===== src/rtl/seg7_scan_capture.sv =====
// seg7_scan_capture: recovers the hex value shown on each digit of a multiplexed 7-segment scan bus.
// Optional macro SEG7_CAP_BLANK_EN: an all-off pattern on a driven digit is captured as a blank (adds blank_mask).

module seg7_scan_capture #(
   parameter int N_DIGITS       = 4,
   parameter int STABLE_CYCLES  = 4,
   parameter int SEG_ACTIVE_LOW = 0
) (
   input  logic                    clk,
   input  logic                    rst_n,
   input  logic [6:0]              seg,
   input  logic [N_DIGITS-1:0]     an,
   output logic [4*N_DIGITS-1:0]   digits,
   output logic [N_DIGITS-1:0]     dig_valid,
   output logic                    cap_stb,
   output logic [2:0]              cap_idx,
   output logic                    frame_stb,
   output logic                    err_seg,
   output logic                    err_anode
`ifdef SEG7_CAP_BLANK_EN
   ,
   output logic [N_DIGITS-1:0]     blank_mask
`endif
);

   typedef enum logic [0:0] {
      ST_WAIT = 1'b0,
      ST_HOLD = 1'b1
   } state_t;

   localparam logic [15:0]         STABLE_L = 16'(STABLE_CYCLES);
   localparam logic [N_DIGITS-1:0] ALL_SEEN = {N_DIGITS{1'b1}};
   localparam logic [N_DIGITS-1:0] NO_BITS  = {N_DIGITS{1'b0}};

   // Returns {hit, value}; hit is 0 for any pattern outside the hex font.
   function automatic logic [4:0] decode_seg(input logic [6:0] s);
      logic [4:0] r;
      case (s)
         7'h7E:   r = {1'b1, 4'h0};
         7'h30:   r = {1'b1, 4'h1};
         7'h6D:   r = {1'b1, 4'h2};
         7'h79:   r = {1'b1, 4'h3};
         7'h33:   r = {1'b1, 4'h4};
         7'h5B:   r = {1'b1, 4'h5};
         7'h5F:   r = {1'b1, 4'h6};
         7'h70:   r = {1'b1, 4'h7};
         7'h7F:   r = {1'b1, 4'h8};
         7'h7B:   r = {1'b1, 4'h9};
         7'h77:   r = {1'b1, 4'hA};
         7'h1F:   r = {1'b1, 4'hB};
         7'h4E:   r = {1'b1, 4'hC};
         7'h3D:   r = {1'b1, 4'hD};
         7'h4F:   r = {1'b1, 4'hE};
         7'h47:   r = {1'b1, 4'hF};
         default: r = {1'b0, 4'h0};
      endcase
      return r;
   endfunction

   function automatic logic [3:0] bit_count(input logic [N_DIGITS-1:0] v);
      logic [3:0] c;
      c = 4'd0;
      for (int i = 0; i < N_DIGITS; i++) begin
         c = c + {3'd0, v[i]};
      end
      return c;
   endfunction

   function automatic logic [2:0] onehot_index(input logic [N_DIGITS-1:0] v);
      logic [2:0] idx;
      idx = 3'd0;
      for (int i = 0; i < N_DIGITS; i++) begin
         idx = v[i] ? i[2:0] : idx;
      end
      return idx;
   endfunction

   logic [6:0]            seg_in_s;
   logic [N_DIGITS-1:0]   an_in_s;
   logic [6:0]            s_seg_q, p_seg_q;
   logic [N_DIGITS-1:0]   s_an_q, p_an_q;
   logic [15:0]           cnt_q, cnt_d;
   state_t                state_q, state_d;
   logic                  diff_s, eval_s;

   logic [4*N_DIGITS-1:0] digits_q, digits_d;
   logic [N_DIGITS-1:0]   dig_valid_q, dig_valid_d;
   logic [N_DIGITS-1:0]   seen_q, seen_d;
   logic                  cap_stb_q, cap_stb_d;
   logic [2:0]            cap_idx_q, cap_idx_d;
   logic                  frame_stb_q, frame_stb_d;
   logic                  err_seg_q, err_seg_d;
   logic                  err_anode_q, err_anode_d;
`ifdef SEG7_CAP_BLANK_EN
   logic [N_DIGITS-1:0]   blank_mask_q, blank_mask_d;
`endif

   logic [4:0]            dec_s;
   logic [3:0]            n_on_s;
   logic [2:0]            idx_s;
   logic [N_DIGITS-1:0]   seen_set_s;
   logic                  frame_hit_s;
   logic [N_DIGITS-1:0]   seen_after_s;

   // Polarity is normalised before the first flop so all internal logic is active-high.
   assign seg_in_s     = (SEG_ACTIVE_LOW != 0) ? ~seg : seg;
   assign an_in_s      = (SEG_ACTIVE_LOW != 0) ? ~an  : an;
   assign diff_s       = (s_seg_q != p_seg_q) || (s_an_q != p_an_q);
   assign dec_s        = decode_seg(s_seg_q);
   assign n_on_s       = bit_count(s_an_q);
   assign idx_s        = onehot_index(s_an_q);
   assign seen_set_s   = seen_q | s_an_q;
   assign frame_hit_s  = (seen_set_s == ALL_SEEN);
   assign seen_after_s = frame_hit_s ? NO_BITS : seen_set_s;

   always_ff @(posedge clk or negedge rst_n) begin
      if (!rst_n) begin
         s_seg_q <= 7'h00;
         p_seg_q <= 7'h00;
         s_an_q  <= NO_BITS;
         p_an_q  <= NO_BITS;
         cnt_q   <= 16'd0;
      end else begin
         s_seg_q <= seg_in_s;
         p_seg_q <= s_seg_q;
         s_an_q  <= an_in_s;
         p_an_q  <= s_an_q;
         cnt_q   <= cnt_d;
      end
   end

   always_ff @(posedge clk or negedge rst_n) begin
      if (!rst_n) begin
         state_q <= ST_WAIT;
      end else begin
         state_q <= state_d;
      end
   end

   // A run is evaluated once, on the edge its length reaches STABLE_CYCLES.
   always_comb begin
      cnt_d   = cnt_q;
      state_d = state_q;
      eval_s  = 1'b0;
      if (diff_s) begin
         cnt_d = 16'd1;
      end else if (cnt_q != STABLE_L) begin
         cnt_d = cnt_q + 16'd1;
      end else begin
         cnt_d = cnt_q;
      end
      if ((diff_s || (state_q == ST_WAIT)) && (cnt_d == STABLE_L)) begin
         eval_s  = 1'b1;
         state_d = ST_HOLD;
      end else if (diff_s) begin
         state_d = ST_WAIT;
      end else begin
         state_d = state_q;
      end
   end

   always_comb begin
      digits_d    = digits_q;
      dig_valid_d = dig_valid_q;
      seen_d      = seen_q;
      cap_stb_d   = 1'b0;
      cap_idx_d   = cap_idx_q;
      frame_stb_d = 1'b0;
      err_seg_d   = 1'b0;
      err_anode_d = 1'b0;
`ifdef SEG7_CAP_BLANK_EN
      blank_mask_d = blank_mask_q;
`endif
      if (eval_s) begin
         if (n_on_s > 4'd1) begin
            err_anode_d = 1'b1;
         end else if (n_on_s == 4'd1) begin
            if (dec_s[4]) begin
               for (int i = 0; i < N_DIGITS; i++) begin
                  digits_d[4*i +: 4] = s_an_q[i] ? dec_s[3:0] : digits_q[4*i +: 4];
               end
               dig_valid_d = dig_valid_q | s_an_q;
               seen_d      = seen_after_s;
               cap_stb_d   = 1'b1;
               cap_idx_d   = idx_s;
               frame_stb_d = frame_hit_s;
`ifdef SEG7_CAP_BLANK_EN
               blank_mask_d = blank_mask_q & ~s_an_q;
            end else if (s_seg_q == 7'h00) begin
               dig_valid_d  = dig_valid_q | s_an_q;
               seen_d       = seen_after_s;
               cap_stb_d    = 1'b1;
               cap_idx_d    = idx_s;
               frame_stb_d  = frame_hit_s;
               blank_mask_d = blank_mask_q | s_an_q;
`endif
            end else begin
               err_seg_d = 1'b1;
            end
         end else begin
            seen_d = seen_q;
         end
      end else begin
         seen_d = seen_q;
      end
   end

   always_ff @(posedge clk or negedge rst_n) begin
      if (!rst_n) begin
         digits_q    <= {(4*N_DIGITS){1'b0}};
         dig_valid_q <= NO_BITS;
         seen_q      <= NO_BITS;
         cap_stb_q   <= 1'b0;
         cap_idx_q   <= 3'd0;
         frame_stb_q <= 1'b0;
         err_seg_q   <= 1'b0;
         err_anode_q <= 1'b0;
`ifdef SEG7_CAP_BLANK_EN
         blank_mask_q <= NO_BITS;
`endif
      end else begin
         digits_q    <= digits_d;
         dig_valid_q <= dig_valid_d;
         seen_q      <= seen_d;
         cap_stb_q   <= cap_stb_d;
         cap_idx_q   <= cap_idx_d;
         frame_stb_q <= frame_stb_d;
         err_seg_q   <= err_seg_d;
         err_anode_q <= err_anode_d;
`ifdef SEG7_CAP_BLANK_EN
         blank_mask_q <= blank_mask_d;
`endif
      end
   end

   assign digits    = digits_q;
   assign dig_valid = dig_valid_q;
   assign cap_stb   = cap_stb_q;
   assign cap_idx   = cap_idx_q;
   assign frame_stb = frame_stb_q;
   assign err_seg   = err_seg_q;
   assign err_anode = err_anode_q;
`ifdef SEG7_CAP_BLANK_EN
   assign blank_mask = blank_mask_q;
`endif

endmodule


===== config.mk =====
export PLATFORM = sky130hd
export DESIGN_NAME = seg7_scan_capture
export DESIGN_NICKNAME = d
export VERILOG_FILES = /design/src/rtl/seg7_scan_capture.sv
export SDC_FILE = /design/constraint.sdc
export NUM_CORES = 1
export LEC_CHECK = 0
export ABC_AREA = 1
export CAP_MARGIN = 20
export CORE_MARGIN = 5
export CORE_UTILIZATION = 55
export CTS_CLUSTER_SIZE = 8
export DETAILED_ROUTE_END_ITERATION = 12
export PLACE_DENSITY = 0.77
export SYNTH_ARGS = -nofsm -noshare
export SYNTH_HDL_FRONTEND = slang
export SYNTH_SLANG_ARGS = --single-unit
export TNS_END_PERCENT = 20

===== constraint.sdc =====
create_clock -name clk -period 3.6 [get_ports clk]
set_clock_uncertainty 0.2 [all_clocks]
set_input_delay 0.72 -clock clk [delete_from_list [all_inputs] [get_ports clk]]
set_output_delay 0.72 -clock clk [all_outputs]
set_load 0.03 [all_outputs]

# Word level (Yosys, flattened, before mapping)
# Cells that the tools add are included.
[op_classes] n_eq_ne=22 n_div=0 n_addsub=4 n_reduce_logical=9 shifts=0 n_lt_le_gt_ge=1 mux=24 bitwise_logic=4 multipliers=0
[ops] cell="$eq A7 B7 Y1 const B" count=12
[ops] cell="$pmux W5 S16" count=1
[ops] cell="$mux W16" count=2
[ops] cell="$eq A7 B6 Y1 const B" count=3
[ops] cell="$reduce_and A5 Y1" count=4
[ops] cell="$mux W1" count=18
[ops] cell="$add A16 B1 Y16 const B" count=1
[ops] cell="$eq A16 B3 Y1 const B" count=1
[ops] cell="$ne A16 B3 Y1 const B" count=1
[ops] cell="$or A4 B4 Y4" count=2
[ops] cell="$eq A7 B5 Y1 const B" count=1
[ops] cell="$ne A7 B7 Y1" count=1
[ops] cell="$add A3 B1 Y4" count=1
[ops] cell="$eq A4 B1 Y1 const B" count=1
[ops] cell="$eq A4 B4 Y1 const B" count=1
[ops] cell="$gt A4 B1 Y1 const B" count=1
[ops] cell="$mux W2" count=2
[ops] cell="$mux W4" count=1
[ops] cell="$ne A4 B4 Y1" count=1
[ops] cell="$reduce_and A4 Y1" count=1
[ops] cell="$add A2 B1 Y3" count=1
[ops] cell="$add A1 B1 Y2" count=1
[ops] cell="$logic_or A1 B1 Y1" count=2
[ops] cell="$not A1 Y1" count=2
[ops] cell="2 further kinds" count=2
[totals] ramBits=0 regBits=70 memories=0 input_bits=13 mem_bits_ro=0 out_inout_bits=27 latch_bits=0

# Logic depth before layout (Yosys ltp)
# Gate-level depths: netlist of run 1.
[logic_depth] ltp_word=7 ltp_mapped=19 depth_no_buf=18

# Least setup slack after synthesis of run 1
# Ideal clock, no wire load.
[synth_timing] path_kind="flip-flop to flip-flop" startpoint="reg s_an_q[0]" endpoint="reg frame_stb_q (netlist: frame_stb)" n_path_buf=0 synth_period_minus_slack_ns=2.886 setup_slack_ns=0.714 arrival_ns=2.615 stages_incl_launch_ff=9 required_ns=3.328 setup_ns=0.072 path_cell_list="dfrtp_1 fa_1 ha_1 ha_1 nor3b_2 nand2_1 inv_1 nand3_1 nor2_1"
[synth_via] elab_chain_cells=7
[synth_lines] item="start, declared" line="81" text="logic [N_DIGITS-1:0] s_an_q, p_an_q;"
[synth_lines] item="start signal, assigned" line="126" text="s_an_q <= an_in_s;"
[synth_lines] item="branches (longest 6 deep; another with $add A3 B1 Y4)"
[synth_lines] item="$mux W1 (*)" line="174" text="if (eval_s) begin"
[synth_lines] item="net frame_stb_d" line="91" text="logic frame_stb_q, frame_stb_d;"
[synth_lines] item="end signal, assigned" line="227" text="frame_stb_q <= frame_stb_d;"
[synth_lines] item="end, declared" line="91"
# Mark *: on every way through the listed nets, which the timed path passes.
# A chain may end at the register's enable or synchronous reset.

# Worst setup path after layout of run 1
[layout_timing] startpoint="reg s_an_q[1]" endpoint="reg digits_q[8] (netlist: digits[8])"
[layout_via] elab_chain_cells=7
[layout_lines] item="branches (longest 6 deep; another with $add A3 B1 Y4)"
[layout_lines] item="$reduce_and A5 Y1 (no source line) (*)"
[layout_lines] item="end signal, assigned" line="210" text="digits_q <= {(4*N_DIGITS){1'b0}};"
[layout_lines] item="end signal, assigned" line="222" text="digits_q <= digits_d;"
[layout_lines] item="end, declared" line="86" text="logic [4*N_DIGITS-1:0] digits_q, digits_d;"
# Mark *: on every way between the ends.

==> impl_metrics.py, run 1 <==
metrics = {
    "status": {
        "status": "finished clean",
    },
    "critical_path": {
        "critPathCaptureType": "flop",
        "r2r-end": "digits[8]$_DFFE_PN0P_",
        "path_class": "flop to flop",
        "max_stage_delay_ns": 0.46,
        "slowest_stage": "dfrtp_1",
        "r2r_setup_slack_ns": 0.57,
        "r2r_start": "s_an_q[1]$_DFF_PN0_",
        "cp.required_ns": 3.64,
        "worst_r2r_path_depth": 16,
        "path_cells": "inv_1 > nand2_1 > nand2_1 > nand2_1 > nor2_1 > nand2_1 > nor2_4 > nand3_1 > inv_1 > nand2_1 > nor2_1 > nand3_2 > nor2_4 > nand3_4 > nand2_1 > nand2_1",
        "crit_fanout": 25,
        "cp_common_cell": "nand2_1",
        "cp.arrival_ns": 3.07,
        "start_kind": "flop",
    },
    "synth": {
        "yosysUniqueCellTypes": 37,
        "ys_top_cells_by_area": "dfrtp_1, nand2_1, inv_1",
        "synth_area_sq_um": 4120,
        "syn_inst": 569,
        "syn_nets": 588,
        "synth_top_flop_cell": "dfrtp_1",
        "synth_seq_cells": 69,
        "async_reset_ff_share_pct": 100,
        "ys_seq_area_share_pct": 42.0,
        "yosysTopAreaCellShare_pct": 42.0,
        "syn-mean-instance-area_sq_um": 7.23,
        "synth_warnings": 0,
        "synth_top_area_cell": "dfrtp_1",
        "synth_edf_count": 0,
    },
    "floorplan": {
        "ioPinCount": 40,
        "die-area_sq_um": 9310,
        "rows": 31,
        "initial_utilization_pct": 56.7,
        "core_region_area_sq_um": 7250,
        "die_h_microns": 96.5,
        "die-width_microns": 96.5,
    },
    "min_path": {
        "hold_end": "dig_valid[0]$_DFFE_PN0P_",
        "hold_class": "flop to flop",
        "worstHoldStart": "dig_valid[0]$_DFFE_PN0P_",
        "holdPathStages": 2,
    },
    "layout": {
        "fin_area_sq_um": 4810,
        "final_cell_mix": "nand2_1, inv_1, nor2_1, dfrtp_1, nand3_1",
        "multi_input_area_sq_um": 2020,
        "nFillCells": 637,
        "num_antenna_cells": 0,
        "final_common_cell": "nand2_1",
        "final_cell_count_no_fill": 714,
        "layout-drive-gt1-share_pct": 7.32,
        "area_delta_synth_final_pct": 16.8,
        "nNetsFinal": 629,
        "seq_area_sq_um": 1730,
    },
    "clock_tree": {
        "post-cts-setup-buffers": 0,
        "insertion_delay_ns": 0.35,
        "cts_buffer_depth": 2,
        "cts_root_buf": "clkbuf_8",
        "postCtsHoldBufs": 0,
        "h-tree-depth": 3,
        "cts.clk_slew.worst_paths_ns": 0.08,
        "ctsResizeCount": 0,
        "cts_tree": "done",
        "cts_buffers": 9,
        "clock_sinks": 69,
    },
    "timing": {
        "min_period_over_period_pct": 84.2,
        "layout_setup_ws_ns": 0.570,
        "slew_viol_final": 0,
        "setup-violations-final": 0,
        "period_needed_ns": 3.03,
        "hold_viol": 0,
        "setup_tns_ns": 0,
        "rsz0062_at_grt": "no",
        "holdWs_ns": 0.265,
        "slew_headroom_pct": 42.1,
        "tightest_slew_ns": 0.869,
        "max_freq_mhz": 330,
    },
    "drt": {
        "ant_nets": 0,
        "vias": 3776,
        "avgRoutedWirePerCell_microns": 13.8,
        "wl_microns": 9860,
        "first_pass_iters": 5,
        "drc": 0,
        "drt_iter0_markers": 220,
        "viasPerCell": 5.29,
    },
    "flow_run": {
        "cap_violations": 0,
    },
    "global_routing": {
        "grt_antenna_before_repair": 0,
        "grt_overflow": 0,
        "grt_first_pass_wirelength_microns": 16500,
        "grt_pass1_vias": 3532,
        "grt_max_degree": 39,
        "grt_usage_pct": 23.1,
    },
    "power_and_ir_drop": {
        "p_per_area_nw_per_um2": 350,
        "p_leak_uw": 0.00255,
        "ir_worst_vdd_mv": 0.300,
    },
    "placed_design": {
        "pre_cts_ws_ns": 0.608,
        "placedCellCount": 698,
        "routabilityCongestion": 0.958,
        "portBuffers": 38,
        "post-dp-hpwl_microns": 7370,
        "dpl-instance-area_sq_um": 4570,
    },
}
[power breakdown]
part,leakage [uW],switching [uW],internal (uW)
Combinational,0.00153,94.7,43.7
Clock,0.000116,309,429
Sequential,0.000908,16.3,787
[sequential cells by signal, indices dropped and copies added, names as in the netlist]
register and flops:
digits 16, frame_stb 1, seen_q 4, cap_stb 1, s_an_q 4, cap_idx 2, s_seg_q 7, p_seg_q 7
err_anode 1, cnt_q 16, p_an_q 4, err_seg 1, dig_valid 4, state_q 1
[cell usage after synthesis (4+ instances only)]
library cell,instances
dfrtp_1,69
ha_1,5
inv_1,78
nand2_1,185
nand2_2,4
nand3_1,40
nand3_4,4
nand4_1,36
nor2_1,74
nor2_2,4
nor2_4,6
nor3_1,9
o21ai_0,4
o21ai_1,8
xnor2_1,5
xor2_1,6
[worst max-delay path: cells and delay by family (launching register included)]
family	cells	cell delay [ns]
AND/OR/NAND/NOR	14	2.00
buffers and inverters	2	0.24
flip-flops	1	0.46
[metrics by stage]
step	power [uW]	util [%]
after floorplan	899	-
after global placement	952	63.0
after detailed placement	956	63.0
after CTS	1690	66.3
after global routing	1740	66.3
final	1680	66.3
[logic make-up after synthesis]
logic type      after synthesis  synth area share, %
compound gates               20                 2.80
xor+xnor                     11                 2.34
fa+ha+maj                     6                 2.01
buf+inv                      90                 9.12
flops                        69                 42.0
other cells                   1               0.0911
simple gates                372                 41.7
[routing by layer]
| layer | GRT usage [%] | up-vias | part of all wire [%] |
|---|---|---|---|
| met5 | 0 | - | 0 |
| met2 | 36.8 | 139 | 45 |
| met3 | 3.87 | 20 | 7.2 |
| met4 | 10.2 | 0 | 2.3 |
| li1 | - | 1885 | - |
| met1 | 31.1 | 1732 | 45 |
[layout make-up]
| class | count | area share (%) |
|---|---|---|
| Sequential cell | 69 | 35.9 |
| Clock buffer | 11 | 3.15 |
| Timing Repair Buffer | 40 | 8.38 |
| Inverter | 80 | 6.25 |
| Clock inverter | 5 | 1.69 |
| Multi-Input combinational cell | 410 | 42.0 |
| Tap cell | 99 | 2.58 |
[how the worst max path moves through the flow]
stage	startpoint	to	slack, ns	depth (start not counted)
3_5_place_dp	s_an_q[1]$_DFF_PN0_	digits[9]$_DFFE_PN0P_	0.61	16
4_1_cts	s_an_q[1]$_DFF_PN0_	digits[8]$_DFFE_PN0P_	0.56	16
6_report	s_an_q[1]$_DFF_PN0_	digits[8]$_DFFE_PN0P_	0.57	16
5_1_grt	s_an_q[1]$_DFF_PN0_	digits[15]$_DFFE_PN0P_	0.27	16
2_1_floorplan	s_an_q[0]$_DFF_PN0_	frame_stb$_DFF_PN0_	0.71	8
3_3_place_gp	s_an_q[1]$_DFF_PN0_	digits[13]$_DFFE_PN0P_	0.65	16
No activity file was read; power rests on OpenSTA's default activity.
==> inputs of run 2 (changes only) <==
CORE_UTILIZATION = 52   (was 55)
clock period = 2.65 ns   (was 3.6 ns; I/O delays follow)
==> impl_metrics.py, run 2 (synthesis gave the netlist of run 1 again) <==
metrics = {
    "timing": {
        "hold_viol": 0,
        "max_freq_mhz": 380,
        "holdWs_ns": 0.253,
        "min_period_over_period_pct": 99.3,
        "period_needed_ns": 2.63,
        "slew_headroom_pct": 48.4,
        "layout_setup_ws_ns": 0.0174,
        "slew_viol_final": 0,
        "setup-violations-final": 0,
        "rsz0062_at_grt": "yes",
        "tightest_slew_ns": 0.767,
        "setup_tns_ns": 0,
    },
    "drt": {
        "wl_microns": 10800,
        "vias": 3998,
        "viasPerCell": 5.36,
        "avgRoutedWirePerCell_microns": 14.4,
        "first_pass_iters": 5,
        "drt_iter0_markers": 308,
        "ant_nets": 0,
        "drc": 0,
    },
    "layout": {
        "final_common_cell": "nand2_1",
        "layout-drive-gt1-share_pct": 18.6,
        "fin_util_pct": 68.7,
        "final_cell_mix": "nand2_1, inv_1, nor2_1, dfrtp_1, clkdlybuf4s50_1",
        "nNetsFinal": 658,
        "area_delta_synth_final_pct": 29.0,
        "num_antenna_cells": 0,
        "nFillCells": 611,
    },
    "power_and_ir_drop": {
        "p_per_area_nw_per_um2": 457,
        "power.total_uw": 2420,
        "p_leak_uw": 0.00271,
        "ir_worst_vdd_mv": 0.342,
    },
    "floorplan": {
        "initial_utilization_pct": 53.3,
        "die-area_sq_um": 9790,
        "core_region_area_sq_um": 7730,
        "rows": 32,
        "die_h_microns": 99.0,
        "ioPinCount": 40,
        "die-width_microns": 99.0,
    },
    "clock_tree": {
        "cts_buffer_depth": 2,
        "cts_tree": "done",
        "cts.clk_slew.worst_paths_ns": 0.09,
        "cts_root_buf": "clkbuf_8",
        "cts_buffers": 9,
        "clock_sinks": 69,
        "h-tree-depth": 3,
        "insertion_delay_ns": 0.36,
    },
    "global_routing": {
        "grt_pass1_vias": 3839,
        "grt_first_pass_wirelength_microns": 17600,
        "grt_antenna_before_repair": 0,
        "grt_max_degree": 70,
        "grt_overflow": 0,
        "grt_usage_pct": 22.0,
    },
    "critical_path": {
        "cp.arrival_ns": 2.71,
        "cp.required_ns": 2.73,
        "critPathCaptureType": "flop",
        "path_class": "flop to flop",
        "crit_fanout": 4,
        "start_kind": "flop",
    },
    "min_path": {
        "hold_class": "flop to flop",
    },
    "placed_design": {
        "pre_cts_ws_ns": 0.0238,
        "portBuffers": 38,
        "routabilityCongestion": 0.995,
        "post-dp-hpwl_microns": 7410,
    },
    "status": {
        "status": "finished clean",
    },
    "flow_run": {
        "cap_violations": 0,
    },
}
## run 2: worst paths after layout
kind / start / to / slack [ns] / depth (start not counted)
max in group asynchronous: rst_n / cnt_q[12]$_DFF_PN0_ / 1.41 / 3
min in group asynchronous: rst_n / cnt_q[2]$_DFF_PN0_ / 0.51 / 3
hold reg to reg: s_seg_q[1]$_DFF_PN0_ / p_seg_q[1]$_DFF_PN0_ / 0.25 / 0
setup / recovery: cnt_q[0]$_DFF_PN0_ / frame_stb$_DFF_PN0_ / 0.02 / 16
setup reg to reg: cnt_q[0]$_DFF_PN0_ / frame_stb$_DFF_PN0_ / 0.02 / 16
hold / removal: s_seg_q[1]$_DFF_PN0_ / p_seg_q[1]$_DFF_PN0_ / 0.25 / 0
## run 2: metal layers
layer,track usage [%],part of all wire (%),up-vias
li1,-,-,1941
met1,28.2,42,1859
met5,0,0,-
met2,35.8,49,164
met4,9.56,3.0,0
met3,4.60,6.1,34
## run 2: layout make-up
type / instances / area [sq um] / share of cell area (%)
Multi-Input combinational cell: 410 / 2180 / 41.1
Sequential cell: 69 / 1740 / 32.7
Clock buffer: 11 / 151 / 2.85
Timing Repair Buffer: 69 / 703 / 13.2
Tap cell: 102 / 128 / 2.40
Clock inverter: 5 / 106 / 2.00
Inverter: 80 / 300 / 5.66
## run 2: stage by stage
| stage | std cells | cell area [sq um] |
|---|---|---|
| floorplan | 569 | 4120 |
| global placement | 715 | 4720 |
| detailed placement | 715 | 4720 |
| global route | 746 | 5310 |
| CTS | 732 | 4990 |
| finish | 746 | 5310 |
## run 2: what timing repair did
action,in CTS,in global routing
buffers inserted,0,12
hold endpoints to repair,36,0
resized for setup,0,58
hold buffers,1,0
setup endpoints to repair,0,30
## run 2: report_power, final
group | total, uW | switching [uW] | internal, uW
registers | 1090 | 20.1 | 1070
logic | 216 | 139 | 76.2
clock network | 1120 | 439 | 678
## run 2: worst max-delay path, stage by stage (launching register included)
cell and delay [ns]:
dfrtp_1 0.44, inv_2 0.11, ha_4 0.14, nand2_1 0.05, inv_1 0.08, nand2_2 0.09
nor2_4 0.14, nand2_2 0.10, nand3_1 0.11, nand3_1 0.10, nor2_1 0.19, nand3_1 0.13
nor2_1 0.18, nand3_1 0.12, nor2_1 0.14, nand3_1 0.12, nor2_1 0.12
==> inputs of run 3 (changes only) <==
HOLD_SLACK_MARGIN = 0.06   (was unset)
==> results of run 3 <==
The final DEF is identical to that of run 2; final timing and power are the same.
